## src/rtl/cva6_cheri_pkg.sv

```systemverilog
// Shared CHERI memory-path definitions: size encodings, the split-FSM state type
// and the byte-enable helper used by the LSU and the capability splitter.
package cva6_cheri_pkg;

    localparam int unsigned SIZE_WIDTH = 3;
    localparam int unsigned CAP_BYTES  = 16;

    localparam logic [SIZE_WIDTH-1:0] SIZE_B   = 3'd0;
    localparam logic [SIZE_WIDTH-1:0] SIZE_H   = 3'd1;
    localparam logic [SIZE_WIDTH-1:0] SIZE_W   = 3'd2;
    localparam logic [SIZE_WIDTH-1:0] SIZE_D   = 3'd3;
    localparam logic [SIZE_WIDTH-1:0] SIZE_CAP = 3'd4;

    typedef enum logic [2:0] {
        IDLE  = 3'd0,
        SEND0 = 3'd1,
        WAIT0 = 3'd2,
        SEND1 = 3'd3,
        WAIT1 = 3'd4,
        RESP  = 3'd5
    } state_e;

    // A capability beat always covers the whole 64-bit word.
    function automatic logic [7:0] be_gen(input logic [SIZE_WIDTH-1:0] size,
                                          input logic [2:0]            addr_lo);
        logic [7:0] be;
        case (size)
            SIZE_B:           be = 8'h01 << addr_lo;
            SIZE_H:           be = 8'h03 << addr_lo;
            SIZE_W:           be = 8'h0F << addr_lo;
            SIZE_D, SIZE_CAP: be = 8'hFF;
            default:          be = 8'h00;
        endcase
        return be;
    endfunction

endpackage

```

## src/rtl/cva6_cap_mem_split_if.sv

```systemverilog
// Bundle of the upstream LSU request/response and downstream XLEN cache-port signals.
interface cva6_cap_mem_split_if #(
    parameter int unsigned XLEN      = 64,
    parameter int unsigned PLEN      = 56,
    parameter int unsigned TagWidth  = 1,
    parameter int unsigned IdWidth   = 3,
    parameter int unsigned SizeWidth = 3
);
    logic                  req_valid_i;
    logic                  req_ready_o;
    logic                  req_we_i;
    logic [PLEN-1:0]       req_addr_i;
    logic [SizeWidth-1:0]  req_size_i;
    logic [2*XLEN-1:0]     req_wdata_i;
    logic [TagWidth-1:0]   req_wtag_i;
    logic [IdWidth-1:0]    req_id_i;
    logic                  rsp_valid_o;
    logic [2*XLEN-1:0]     rsp_rdata_o;
    logic [TagWidth-1:0]   rsp_rtag_o;
    logic                  rsp_err_o;
    logic [IdWidth-1:0]    rsp_id_o;
    logic                  mem_req_valid_o;
    logic                  mem_req_ready_i;
    logic                  mem_we_o;
    logic [PLEN-1:0]       mem_addr_o;
    logic [XLEN-1:0]       mem_wdata_o;
    logic [XLEN/8-1:0]     mem_be_o;
    logic [TagWidth-1:0]   mem_wtag_o;
    logic                  mem_rsp_valid_i;
    logic [XLEN-1:0]       mem_rdata_i;
    logic [TagWidth-1:0]   mem_rtag_i;
    logic                  mem_err_i;

    // The splitter itself
    modport slave (
        input  req_valid_i, req_we_i, req_addr_i, req_size_i, req_wdata_i, req_wtag_i, req_id_i,
        input  mem_req_ready_i, mem_rsp_valid_i, mem_rdata_i, mem_rtag_i, mem_err_i,
        output req_ready_o, rsp_valid_o, rsp_rdata_o, rsp_rtag_o, rsp_err_o, rsp_id_o,
        output mem_req_valid_o, mem_we_o, mem_addr_o, mem_wdata_o, mem_be_o, mem_wtag_o
    );

    // The surrounding LSU and data cache
    modport master (
        output req_valid_i, req_we_i, req_addr_i, req_size_i, req_wdata_i, req_wtag_i, req_id_i,
        output mem_req_ready_i, mem_rsp_valid_i, mem_rdata_i, mem_rtag_i, mem_err_i,
        input  req_ready_o, rsp_valid_o, rsp_rdata_o, rsp_rtag_o, rsp_err_o, rsp_id_o,
        input  mem_req_valid_o, mem_we_o, mem_addr_o, mem_wdata_o, mem_be_o, mem_wtag_o
    );
endinterface

```

## src/rtl/cva6_cap_be_gen.sv

```systemverilog
// Byte-enable and alignment decode for one access; illegal sizes report as misaligned.
module cva6_cap_be_gen
    import cva6_cheri_pkg::*;
(
    input  logic [SIZE_WIDTH-1:0] size_i,
    input  logic [3:0]            addr_i,
    output logic [7:0]            be_o,
    output logic                  misaligned_o
);
    always_comb begin
        be_o = be_gen(size_i, addr_i[2:0]);
        case (size_i)
            SIZE_B:   misaligned_o = 1'b0;
            SIZE_H:   misaligned_o = addr_i[0];
            SIZE_W:   misaligned_o = |addr_i[1:0];
            SIZE_D:   misaligned_o = |addr_i[2:0];
            SIZE_CAP: misaligned_o = |addr_i;
            default:  misaligned_o = 1'b1;
        endcase
    end
endmodule

```

## src/rtl/cva6_cap_mem_split.sv

```systemverilog
// Splits 16-byte capability accesses into two XLEN beats (low half first) and
// reassembles loads; narrower accesses go through as a single beat.
module cva6_cap_mem_split
    import cva6_cheri_pkg::*;
#(
    parameter int unsigned XLEN      = 64,
    parameter int unsigned PLEN      = 56,
    parameter int unsigned TagWidth  = 1,
    parameter int unsigned IdWidth   = 3,
    parameter int unsigned SizeWidth = 3
) (
    input logic                 clk_i,
    input logic                 rst_ni,
    cva6_cap_mem_split_if.slave bus
);
    state_e                state_q, state_d;
    logic                  we_q, we_d;
    logic                  is_cap_q, is_cap_d;
    logic [PLEN-1:0]       addr_q, addr_d;
    logic [SizeWidth-1:0]  size_q, size_d;
    logic [2*XLEN-1:0]     wdata_q, wdata_d;
    logic [TagWidth-1:0]   wtag_q, wtag_d;
    logic [IdWidth-1:0]    id_q, id_d;
    logic [XLEN/8-1:0]     be_q, be_d;
    logic [2*XLEN-1:0]     rdata_q, rdata_d;
    logic [TagWidth-1:0]   tag_acc_q, tag_acc_d;
    logic                  err_q, err_d;
    logic                  rsp_valid_q, rsp_valid_d;
    logic [2*XLEN-1:0]     rsp_rdata_q, rsp_rdata_d;
    logic [TagWidth-1:0]   rsp_rtag_q, rsp_rtag_d;
    logic                  rsp_err_q, rsp_err_d;
    logic [IdWidth-1:0]    rsp_id_q, rsp_id_d;

    logic [7:0] req_be;
    logic       req_misaligned;

    cva6_cap_be_gen u_be_gen (
        .size_i       (bus.req_size_i),
        .addr_i       (bus.req_addr_i[3:0]),
        .be_o         (req_be),
        .misaligned_o (req_misaligned)
    );

    always_comb begin
        state_d     = state_q;
        we_d        = we_q;
        is_cap_d    = is_cap_q;
        addr_d      = addr_q;
        size_d      = size_q;
        wdata_d     = wdata_q;
        wtag_d      = wtag_q;
        id_d        = id_q;
        be_d        = be_q;
        rdata_d     = rdata_q;
        tag_acc_d   = tag_acc_q;
        err_d       = err_q;
        rsp_valid_d = 1'b0;
        rsp_rdata_d = '0;
        rsp_rtag_d  = '0;
        rsp_err_d   = 1'b0;
        rsp_id_d    = '0;

        case (state_q)
            IDLE: begin
                if (bus.req_valid_i) begin
                    we_d      = bus.req_we_i;
                    is_cap_d  = (bus.req_size_i == SIZE_CAP);
                    addr_d    = bus.req_addr_i;
                    size_d    = bus.req_size_i;
                    wdata_d   = bus.req_wdata_i;
                    wtag_d    = bus.req_wtag_i;
                    id_d      = bus.req_id_i;
                    be_d      = req_be;
                    rdata_d   = '0;
                    tag_acc_d = '0;
                    err_d     = req_misaligned;
                    state_d   = req_misaligned ? RESP : SEND0;
                end
            end
            SEND0: if (bus.mem_req_ready_i) state_d = WAIT0;
            WAIT0: begin
                if (bus.mem_rsp_valid_i) begin
                    rdata_d[XLEN-1:0] = bus.mem_rdata_i;
                    tag_acc_d         = bus.mem_rtag_i;
                    err_d             = bus.mem_err_i;
                    // A faulting first half aborts the capability without a second beat.
                    state_d = (!is_cap_q || bus.mem_err_i) ? RESP : SEND1;
                end
            end
            SEND1: if (bus.mem_req_ready_i) state_d = WAIT1;
            WAIT1: begin
                if (bus.mem_rsp_valid_i) begin
                    rdata_d[2*XLEN-1:XLEN] = bus.mem_rdata_i;
                    tag_acc_d              = tag_acc_q & bus.mem_rtag_i;
                    err_d                  = err_q | bus.mem_err_i;
                    state_d                = RESP;
                end
            end
            RESP:    state_d = IDLE;
            default: state_d = IDLE;
        endcase

        // Response fields are registered on entry to RESP so they line up with the pulse.
        if (state_d == RESP) begin
            rsp_valid_d = 1'b1;
            rsp_err_d   = err_d;
            rsp_id_d    = id_d;
            rsp_rdata_d = (err_d || we_d) ? '0 : rdata_d;
            rsp_rtag_d  = (is_cap_d && !we_d && !err_d) ? tag_acc_d : '0;
        end
    end

    always_ff @(posedge clk_i) begin
        if (!rst_ni) begin
            state_q     <= IDLE;
            we_q        <= 1'b0;
            is_cap_q    <= 1'b0;
            addr_q      <= '0;
            size_q      <= '0;
            wdata_q     <= '0;
            wtag_q      <= '0;
            id_q        <= '0;
            be_q        <= '0;
            rdata_q     <= '0;
            tag_acc_q   <= '0;
            err_q       <= 1'b0;
            rsp_valid_q <= 1'b0;
            rsp_rdata_q <= '0;
            rsp_rtag_q  <= '0;
            rsp_err_q   <= 1'b0;
            rsp_id_q    <= '0;
        end else begin
            state_q     <= state_d;
            we_q        <= we_d;
            is_cap_q    <= is_cap_d;
            addr_q      <= addr_d;
            size_q      <= size_d;
            wdata_q     <= wdata_d;
            wtag_q      <= wtag_d;
            id_q        <= id_d;
            be_q        <= be_d;
            rdata_q     <= rdata_d;
            tag_acc_q   <= tag_acc_d;
            err_q       <= err_d;
            rsp_valid_q <= rsp_valid_d;
            rsp_rdata_q <= rsp_rdata_d;
            rsp_rtag_q  <= rsp_rtag_d;
            rsp_err_q   <= rsp_err_d;
            rsp_id_q    <= rsp_id_d;
        end
    end

    logic in_send1;
    assign in_send1 = (state_q == SEND1);

    assign bus.req_ready_o     = rst_ni && (state_q == IDLE);
    assign bus.mem_req_valid_o = (state_q == SEND0) || in_send1;
    assign bus.mem_we_o        = we_q;
    assign bus.mem_addr_o      = is_cap_q ? {addr_q[PLEN-1:4], in_send1, 3'b000} : addr_q;
    assign bus.mem_wdata_o     = in_send1 ? wdata_q[2*XLEN-1:XLEN] : wdata_q[XLEN-1:0];
    assign bus.mem_be_o        = be_q;
    // Data stores always write a cleared tag.
    assign bus.mem_wtag_o      = is_cap_q ? wtag_q : '0;

    assign bus.rsp_valid_o = rsp_valid_q;
    assign bus.rsp_rdata_o = rsp_rdata_q;
    assign bus.rsp_rtag_o  = rsp_rtag_q;
    assign bus.rsp_err_o   = rsp_err_q;
    assign bus.rsp_id_o    = rsp_id_q;

    logic unused_size;
    assign unused_size = ^size_q;
endmodule

```

## src/flat_wrapper.sv

```systemverilog
// flat-port wrapper written by rule: the top's interface ports become plain ports
module cva6_cap_mem_split_flat import cva6_cheri_pkg::*;
#(
    parameter int unsigned XLEN      = 64,
    parameter int unsigned PLEN      = 56,
    parameter int unsigned TagWidth  = 1,
    parameter int unsigned IdWidth   = 3,
    parameter int unsigned SizeWidth = 3
)
  (clk_i, rst_ni, bus_req_valid_i, bus_req_we_i, bus_req_addr_i, bus_req_size_i, bus_req_wdata_i, bus_req_wtag_i, bus_req_id_i, bus_mem_req_ready_i, bus_mem_rsp_valid_i, bus_mem_rdata_i, bus_mem_rtag_i, bus_mem_err_i, bus_req_ready_o, bus_rsp_valid_o, bus_rsp_rdata_o, bus_rsp_rtag_o, bus_rsp_err_o, bus_rsp_id_o, bus_mem_req_valid_o, bus_mem_we_o, bus_mem_addr_o, bus_mem_wdata_o, bus_mem_be_o, bus_mem_wtag_o);
  cva6_cap_mem_split_if #(.XLEN(XLEN), .PLEN(PLEN), .TagWidth(TagWidth), .IdWidth(IdWidth), .SizeWidth(SizeWidth)) bus_i ();
  input logic clk_i;
  input logic rst_ni;
  input wire logic [$bits(bus_i.req_valid_i)-1:0] bus_req_valid_i;
  input wire logic [$bits(bus_i.req_we_i)-1:0] bus_req_we_i;
  input wire logic [$bits(bus_i.req_addr_i)-1:0] bus_req_addr_i;
  input wire logic [$bits(bus_i.req_size_i)-1:0] bus_req_size_i;
  input wire logic [$bits(bus_i.req_wdata_i)-1:0] bus_req_wdata_i;
  input wire logic [$bits(bus_i.req_wtag_i)-1:0] bus_req_wtag_i;
  input wire logic [$bits(bus_i.req_id_i)-1:0] bus_req_id_i;
  input wire logic [$bits(bus_i.mem_req_ready_i)-1:0] bus_mem_req_ready_i;
  input wire logic [$bits(bus_i.mem_rsp_valid_i)-1:0] bus_mem_rsp_valid_i;
  input wire logic [$bits(bus_i.mem_rdata_i)-1:0] bus_mem_rdata_i;
  input wire logic [$bits(bus_i.mem_rtag_i)-1:0] bus_mem_rtag_i;
  input wire logic [$bits(bus_i.mem_err_i)-1:0] bus_mem_err_i;
  output wire logic [$bits(bus_i.req_ready_o)-1:0] bus_req_ready_o;
  output wire logic [$bits(bus_i.rsp_valid_o)-1:0] bus_rsp_valid_o;
  output wire logic [$bits(bus_i.rsp_rdata_o)-1:0] bus_rsp_rdata_o;
  output wire logic [$bits(bus_i.rsp_rtag_o)-1:0] bus_rsp_rtag_o;
  output wire logic [$bits(bus_i.rsp_err_o)-1:0] bus_rsp_err_o;
  output wire logic [$bits(bus_i.rsp_id_o)-1:0] bus_rsp_id_o;
  output wire logic [$bits(bus_i.mem_req_valid_o)-1:0] bus_mem_req_valid_o;
  output wire logic [$bits(bus_i.mem_we_o)-1:0] bus_mem_we_o;
  output wire logic [$bits(bus_i.mem_addr_o)-1:0] bus_mem_addr_o;
  output wire logic [$bits(bus_i.mem_wdata_o)-1:0] bus_mem_wdata_o;
  output wire logic [$bits(bus_i.mem_be_o)-1:0] bus_mem_be_o;
  output wire logic [$bits(bus_i.mem_wtag_o)-1:0] bus_mem_wtag_o;
  assign bus_i.req_valid_i = bus_req_valid_i;
  assign bus_i.req_we_i = bus_req_we_i;
  assign bus_i.req_addr_i = bus_req_addr_i;
  assign bus_i.req_size_i = bus_req_size_i;
  assign bus_i.req_wdata_i = bus_req_wdata_i;
  assign bus_i.req_wtag_i = bus_req_wtag_i;
  assign bus_i.req_id_i = bus_req_id_i;
  assign bus_i.mem_req_ready_i = bus_mem_req_ready_i;
  assign bus_i.mem_rsp_valid_i = bus_mem_rsp_valid_i;
  assign bus_i.mem_rdata_i = bus_mem_rdata_i;
  assign bus_i.mem_rtag_i = bus_mem_rtag_i;
  assign bus_i.mem_err_i = bus_mem_err_i;
  assign bus_req_ready_o = bus_i.req_ready_o;
  assign bus_rsp_valid_o = bus_i.rsp_valid_o;
  assign bus_rsp_rdata_o = bus_i.rsp_rdata_o;
  assign bus_rsp_rtag_o = bus_i.rsp_rtag_o;
  assign bus_rsp_err_o = bus_i.rsp_err_o;
  assign bus_rsp_id_o = bus_i.rsp_id_o;
  assign bus_mem_req_valid_o = bus_i.mem_req_valid_o;
  assign bus_mem_we_o = bus_i.mem_we_o;
  assign bus_mem_addr_o = bus_i.mem_addr_o;
  assign bus_mem_wdata_o = bus_i.mem_wdata_o;
  assign bus_mem_be_o = bus_i.mem_be_o;
  assign bus_mem_wtag_o = bus_i.mem_wtag_o;
  cva6_cap_mem_split #(.XLEN(XLEN), .PLEN(PLEN), .TagWidth(TagWidth), .IdWidth(IdWidth), .SizeWidth(SizeWidth)) u_core (.clk_i(clk_i), .rst_ni(rst_ni), .bus(bus_i));
endmodule
```

## config.mk

```make
export PLATFORM = sky130hd
export DESIGN_NAME = cva6_cap_mem_split_flat
export DESIGN_NICKNAME = d
export VERILOG_FILES = /design/src/rtl/cva6_cheri_pkg.sv /design/src/rtl/cva6_cap_mem_split_if.sv /design/src/rtl/cva6_cap_be_gen.sv /design/src/rtl/cva6_cap_mem_split.sv /design/src/flat_wrapper.sv
export SDC_FILE = /design/constraint.sdc
export NUM_CORES = 1
export LEC_CHECK = 0
export ABC_AREA = 0
export CORE_UTILIZATION = 43
export CTS_CLUSTER_DIAMETER = 50
export DETAILED_ROUTE_END_ITERATION = 16
export PLACE_DENSITY = 0.85
export SYNTH_ARGS = -nofsm -noshare
export SYNTH_HDL_FRONTEND = slang
export SYNTH_SLANG_ARGS = --single-unit
```

## constraint.sdc

```tcl
create_clock -name clk_i -period 1.72 [get_ports clk_i]
set_input_delay 0.258 -clock clk_i [delete_from_list [all_inputs] [get_ports clk_i]]
set_output_delay 0.258 -clock clk_i [all_outputs]
set_load 0.01 [all_outputs]
```

## Yosys cells after proc, flatten, opt, wreduce, memory -nomap -nowiden

Index checks and enable logic that the tools add are counted.

- Output and inout port bits: 266
- Flip-flop bits (word level): 465

- Multiplexer cells: 33
- Equal/unequal tests: 9
- Reductions and logical operators: 19
- Shifts and indexed selects: 3
- Bitwise operators: 4

Operators with widths:

| operator | count |
|---|---|
| $pmux W64 S2 | 2 |
| $mux W64 | 3 |
| $mux W128 | 1 |
| $pmux W8 S4 | 1 |
| $mux W3 | 9 |
| $pmux W3 S5 | 1 |
| $eq A3 B2 Y1 const B | 4 |
| $mux W1 | 12 |
| $eq A3 B3 Y1 const B | 3 |
| $shl A1 B3 Y8 const A | 1 |
| $shl A2 B3 Y8 const A | 1 |
| $shl A4 B3 Y8 const A | 1 |
| $eq A3 B1 Y1 const B | 2 |
| $logic_not A3 Y1 | 2 |
| $pmux W1 S3 | 2 |
| $reduce_or A3 Y1 | 2 |
| $pmux W1 S5 | 1 |
| $mux W4 | 1 |
| $reduce_and A2 Y1 | 2 |
| $reduce_or A2 Y1 | 2 |
| $reduce_or A4 Y1 | 1 |
| $logic_and A1 B1 Y1 | 3 |
| $logic_not A1 Y1 | 3 |
| $logic_or A1 B1 Y1 | 3 |
| other kinds (4) | 5 |

## Longest topological paths before layout

- Depth in word-level cells: 8
- Mapped depth: 9
- Mapped depth without buffers: 5

## Cells and area by module

Synthesis repeated with hierarchy kept, for this count alone.

- Cells, all modules: 1841
- Area, all modules: 18243.7 µm²

By module, submodules not included:

| module | instances | cells each | area an instance (µm²) | seq. area each (µm²) |
|---|---|---|---|---|
| cva6_cap_mem_split | 1 | 1784 | 17875.9 | 9308.9 |
| cva6_cap_be_gen | 1 | 57 | 367.9 | 0.0 |

## Least setup slack after synthesis

OpenSTA, ideal clock, no wires.

- Path type: register to register
- From: reg u_core.state_q[2]
- To: reg u_core.rsp_rdata_q[36], in the netlist u_core.bus.rsp_rdata_o[36]
- Path buffers: 3
- Slack: -0.138 ns
- Arrival: 1.795 ns
- Cell stages (with the launch flop): 9
- Setup time: 0.063 ns
- Cells stage by stage: dfxtp_1 buf_4 nor4b_2 mux2i_1 nand2_1 nand4bb_2 buf_8 buf_8 nor2_4

- Longest elaborated chain between the ends: 5
- Elaborated cells between the ends (all ways): 18

RTL lines:

| element | RTL line | source |
|---|---|---|
| start, declared | cva6_cap_mem_split.sv:16 | `state_e state_q, state_d;` |
| start signal, assigned | cva6_cap_mem_split.sv:133 | `state_q <= state_d;` |
| $eq A3 B3 Y1 (tied with other cells) | cva6_cap_mem_split.sv:63 | `case (state_q)` |
| $pmux W3 S5 | cva6_cap_mem_split.sv:63 |  |
| $eq A3 B3 Y1 | cva6_cap_mem_split.sv:104 | `if (state_d == RESP) begin` |
| $not A1 Y1 (no source line) | - |  |
| $reduce_or A3 Y1 (no source line) | - |  |
| end signal, assigned | cva6_cap_mem_split.sv:146 | `rsp_rdata_q <= rsp_rdata_d;` |
| end, declared | cva6_cap_mem_split.sv:29 | `logic [2*XLEN-1:0] rsp_rdata_q, rsp_rdata_d;` |

Parallel ways exist; a longest one is shown, timed or not.
A chain may end at the register's enable or synchronous reset.

## Worst setup path in the final report

- From: reg u_core.state_q[0]
- To: out bus_mem_wdata_o[24]

- Longest elaborated chain between the ends: 2

RTL lines:

| element | RTL line | source |
|---|---|---|
| $eq A3 B2 Y1 | cva6_cap_mem_split.sv:154 | `assign in_send1 = (state_q == SEND1);` |
| $mux W64 | cva6_cap_mem_split.sv:160 | `assign bus.mem_wdata_o = in_send1 ? wdata_q[2*XLEN-1:XLEN] : wdata_q[XLEN-1:0];` |
| end, declared | flat_wrapper.sv:35 | `output wire logic [$bits(bus_i.mem_wdata_o)-1:0] bus_mem_wdata_o;` |

Every way passes these cells.

==> load_flow_metrics.sql <==
INSERT INTO impl_metrics (metric_group, metric, value, unit) VALUES
('run_status', 'status', 'complete, but fails checks', ''),
('run_status', 'violations', 'setup timing', ''),
('drt', 'via_count', '14680', ''),
('timing', 'finalCritPeriodShare', '1.328', ''),
('timing', 'fin_crit', '2284', 'ps'),
('cts', 'clk_root_buffer_cell', 'sky130_fd_sc_hd__clkbuf_16', ''),
('setup_path', 'crit_path_max_fanout', '8', ''),
('setup_path', 'critical_path_type', 'reg -> out', ''),
('yosys', 'synthesis.yosys.warnings', '0', ''),
('setup_path', 'end_kind', 'primary output', ''),
('yosys', 'synthesis_stage_register_bit_count', '465', ''),
('cts', 'tritoncts.num_buffers', '49', ''),
('die', 'die_w', '204.3', 'um'),
('drt', 'finalWirelength', '54.72', 'mm'),
('cts', 'cts_tree', 'done', ''),
('die', 'design.portCount', '529', ''),
('grt', 'grt_max_degree', '192', ''),
('cts', 'insertion_delay', '590', 'ps'),
('cts', 'ctsHtreeMaxLevel', '2', ''),
('die', 'initial_core_util', '0.4390', ''),
('cts', 'cts_sinks', '465', ''),
('pwr', 'power.density_cell_area', '1066', 'nW/um^2'),
('cts', 'cts_buffer_depth', '3', ''),
('timing', 'endpoints_failing_setup', '536', ''),
('yosys', 'synth-async-reset-ratio', '0', ''),
('timing', 'worstMarginPinSlew', '731.0', 'ps'),
('timing', 'timing.max_slew.rel_slack', '0.5127', ''),
('yosys', 'synthTopCellsByCount', '465 x sky130_fd_sc_hd__dfxtp_1, 385 x sky130_fd_sc_hd__nand2_1, 186 x sky130_fd_sc_hd__a21boi_0', ''),
('layout', 'drive_gt1_frac', '0.2214', ''),
('setup_path', 'timing.critical_path.required', '1460', 'ps'),
('die', 'dieArea', '41750', 'sq um'),
('die', 'floorplan.rows', '73', ''),
('drt', 'drt_drc_violations_left', '0', ''),
('yosys', 'synth_area_leaders', 'sky130_fd_sc_hd__dfxtp_1 53%, sky130_fd_sc_hd__nand2_1 8.2%, sky130_fd_sc_hd__a21boi_0 7.9%, sky130_fd_sc_hd__nor2b_1 5.0%, sky130_fd_sc_hd__mux2_2 4.2%', ''),
('die', 'die_height', '204.3', 'um'),
('timing', 'slew_viol_final', '0', ''),
('placement', 'gp_weighted_congestion', '0.8962', ''),
('timing', 'grt_setup_unrepaired', 'true', ''),
('grt', 'globalRoute.totalOverflow', '0', ''),
('timing', 'final.setup.tns', '-101900', 'ps'),
('setup_path', 'signal_arrival_time_at_the_worst_endpoint', '2030', 'ps'),
('yosys', 'postSynthCellCount', '1792', ''),
('yosys', 'synthesis.area_per_instance', '9.822', 'sq um'),
('grt', 'grt_pass1_vias', '15150', ''),
('yosys', 'seq_area_frac_synth', '0.5289', ''),
('timing', 'fin_ws', '-563.8', 'ps'),
('placement', 'place.detailed.hpwl', '36.61', 'mm'),
('drt', 'routedWlPerCell', '18.99', 'um'),
('yosys', 'synth_area_leader_cell', 'sky130_fd_sc_hd__dfxtp_1', ''),
('timing', 'clock_skew', '19.84', 'ps'),
('layout', 'net_count_of_the_finished_layout', '2572', ''),
('cts', 'post_cts_hold_buffer_count', '0', ''),
('drt', 'vias_per_cell', '5.093', ''),
('yosys', 'netlist-cell-type-count', '50', ''),
('yosys', 'syn-num-nets', '2055', ''),
('die', 'design.core.area', '40100', 'sq um'),
('hold_path', 'min_path_type', 'in -> reg', ''),
('layout', 'postLayoutCoreUtil', '0.6474', ''),
('flow_run', 'timing.max_cap.violations', '0', ''),
('grt', 'grt_first_pass_wirelength', '82.76', 'mm'),
('yosys', 'synth-main-ff-cell', 'sky130_fd_sc_hd__dfxtp_1', ''),
('yosys', 'synth_largest_type_area_fraction', '0.5289', ''),
('grt', 'grt_antenna_before_repair', '8', ''),
('cts', 'cts_clk_pin_slew_worst_paths', '50', 'ps'),
('setup_path', 'cp-start-kind', 'register', ''),
('yosys', 'synth.cell_area', '17600', 'sq um'),
('pwr', 'vdd_drop_max', '0.7875', 'mV'),
('timing', 'achievable-frequency', '437.9', 'MHz'),
('layout', 'area_delta_synth_final', '47.48', '%'),
('timing', 'report.final.hold_viol_count', '0', ''),
('drt', 'detail_route.iter0.violations', '796', ''),
('drt', 'drt_first_pass_iters', '5', ''),
('grt', 'grt_usage', '0.2542', ''),
('yosys', 'yosysMostFrequentCell', 'sky130_fd_sc_hd__dfxtp_1', ''),
('pwr', 'power.static_leakage', '9.610', 'nW'),
('drt', 'route.antenna.remaining_nets', '0', ''),
('placement', 'io_buffer_count', '528', ''),
('yosys', 'synth_enable_flop_cells', '0', '');
## critical path, cell delays in order (launching register included)
cell and delay (ps):
sky130_fd_sc_hd__dfxtp_2 310, sky130_fd_sc_hd__nor2b_4 130, sky130_fd_sc_hd__nand2_4 110, sky130_fd_sc_hd__buf_12 170, sky130_fd_sc_hd__buf_12 140, sky130_fd_sc_hd__buf_4 110, sky130_fd_sc_hd__mux2_2 330, sky130_fd_sc_hd__buf_6 130
## sequential cells by signal, summed over array words and instances (netlist names), 3 cells and up
signal,cells
u_core.addr_q,56
u_core.wdata_q,128
u_core.state_q,3
u_core.id_q,3
u_core.bus.mem_be_o,8
u_core.bus.rsp_id_o,3
u_core.rdata_q,128
u_core.bus.rsp_rdata_o,128
## power by group
group | switching, W | total [W] | internal (W)
sequential | 0.000310 | 0.0117 | 0.0114
combinational | 0.00253 | 0.00506 | 0.00253
clock | 0.00448 | 0.0109 | 0.00646
## worst paths after layout
kind	startpoint	to	slack [ps]	cells after the start
worst max-delay path	u_core.state_q[0]	bus_mem_wdata_o[24]	-560	7
worst min-delay path	rst_ni	u_core.state_q[0]	130	3
worst max register to register	u_core.state_q[0]	u_core.bus.rsp_rdata_o[105]	-370	9
worst min register to register	u_core.wdata_q[93]	u_core.wdata_q[93]	460	2
## layout by cell type, fill, tap and decap left out, types with 8 or more instances in the layout
| master | synthesis | final |
|---|---|---|
| sky130_fd_sc_hd__dfxtp_1 | 465 | 461 |
| sky130_fd_sc_hd__clkdlybuf4s50_1 | 0 | 455 |
| sky130_fd_sc_hd__nand2_1 | 385 | 383 |
| sky130_fd_sc_hd__a21boi_0 | 186 | 186 |
| sky130_fd_sc_hd__nor2b_1 | 142 | 142 |
| sky130_fd_sc_hd__nor2_2 | 91 | 93 |
| sky130_fd_sc_hd__a22oi_1 | 75 | 75 |
| sky130_fd_sc_hd__buf_4 | 55 | 72 |
| sky130_fd_sc_hd__buf_6 | 1 | 63 |
| sky130_fd_sc_hd__a22oi_2 | 53 | 53 |
| sky130_fd_sc_hd__clkbuf_16 | 0 | 51 |
| sky130_fd_sc_hd__nor2_1 | 47 | 43 |
| sky130_fd_sc_hd__mux2_2 | 65 | 42 |
| sky130_fd_sc_hd__buf_12 | 9 | 33 |
| sky130_fd_sc_hd__mux2_4 | 0 | 23 |
| sky130_fd_sc_hd__buf_2 | 57 | 16 |
| sky130_fd_sc_hd__o21ai_0 | 15 | 15 |
| sky130_fd_sc_hd__a21oi_1 | 13 | 13 |
| sky130_fd_sc_hd__nor2_4 | 10 | 12 |
| sky130_fd_sc_hd__clkbuf_1 | 61 | 12 |
| sky130_fd_sc_hd__clkbuf_8 | 0 | 10 |
| sky130_fd_sc_hd__buf_16 | 0 | 10 |
| sky130_fd_sc_hd__diode_2 | 0 | 8 |
## cell type report
cell class | count | area [sq um]
Clock inverter | 19 | 252.7
Tap cell | 525 | 656.9
Fill cell | 2855 | 14140
Timing Repair Buffer | 656 | 6975
Antenna cell | 8 | 20.02
Multi-Input combinational cell | 1134 | 7293
Inverter | 3 | 11.26
Sequential cell | 465 | 9316
Clock buffer | 72 | 1434
## through the flow
| stage | cell area [sq um] | hold slack, ps | power, W | setup slack [ps] | std cells |
|---|---|---|---|---|---|
| after floorplan | 17660 | 402.9 | 0.01437 | -2.412 | 1792 |
| after global placement | 23500 | 448.0 | 0.01650 | -499.5 | 2752 |
| after detailed placement | 23500 | 456.0 | 0.01665 | -568.9 | 2752 |
| after CTS | 25730 | 101.6 | 0.02770 | -597.5 | 2867 |
| after global routing | 25960 | 121.4 | 0.02867 | -626.3 | 2881 |
| final | 25960 | 134.0 | 0.02768 | -563.8 | 2882 |
## cells by family after synthesis
| logic type | after synthesis | share of synthesized area |
|---|---|---|
| AOI/OAI and AO/OA | 357 | 0.1641 |
| xor gates and xnor gates | 2 | 0.0009953 |
| buffers and inverters | 193 | 0.06696 |
| DFF | 465 | 0.5289 |
| muxes | 71 | 0.04500 |
| and+or+nand+nor | 704 | 0.1941 |
## repair_timing
action,4_1_cts,5_1_grt
endpoints found under the setup margin,586,685
cloned,12,1
gates resized for setup,370,32
pin swaps,5,2
setup buffers,13,7
## metal layers
metal,global-route usage,part of all wire
met5,0,0
met4,0.1269,0.051
met3,0.06824,0.077
met2,0.4499,0.50
met1,0.2784,0.38
(Power assumes the default switching activity.)
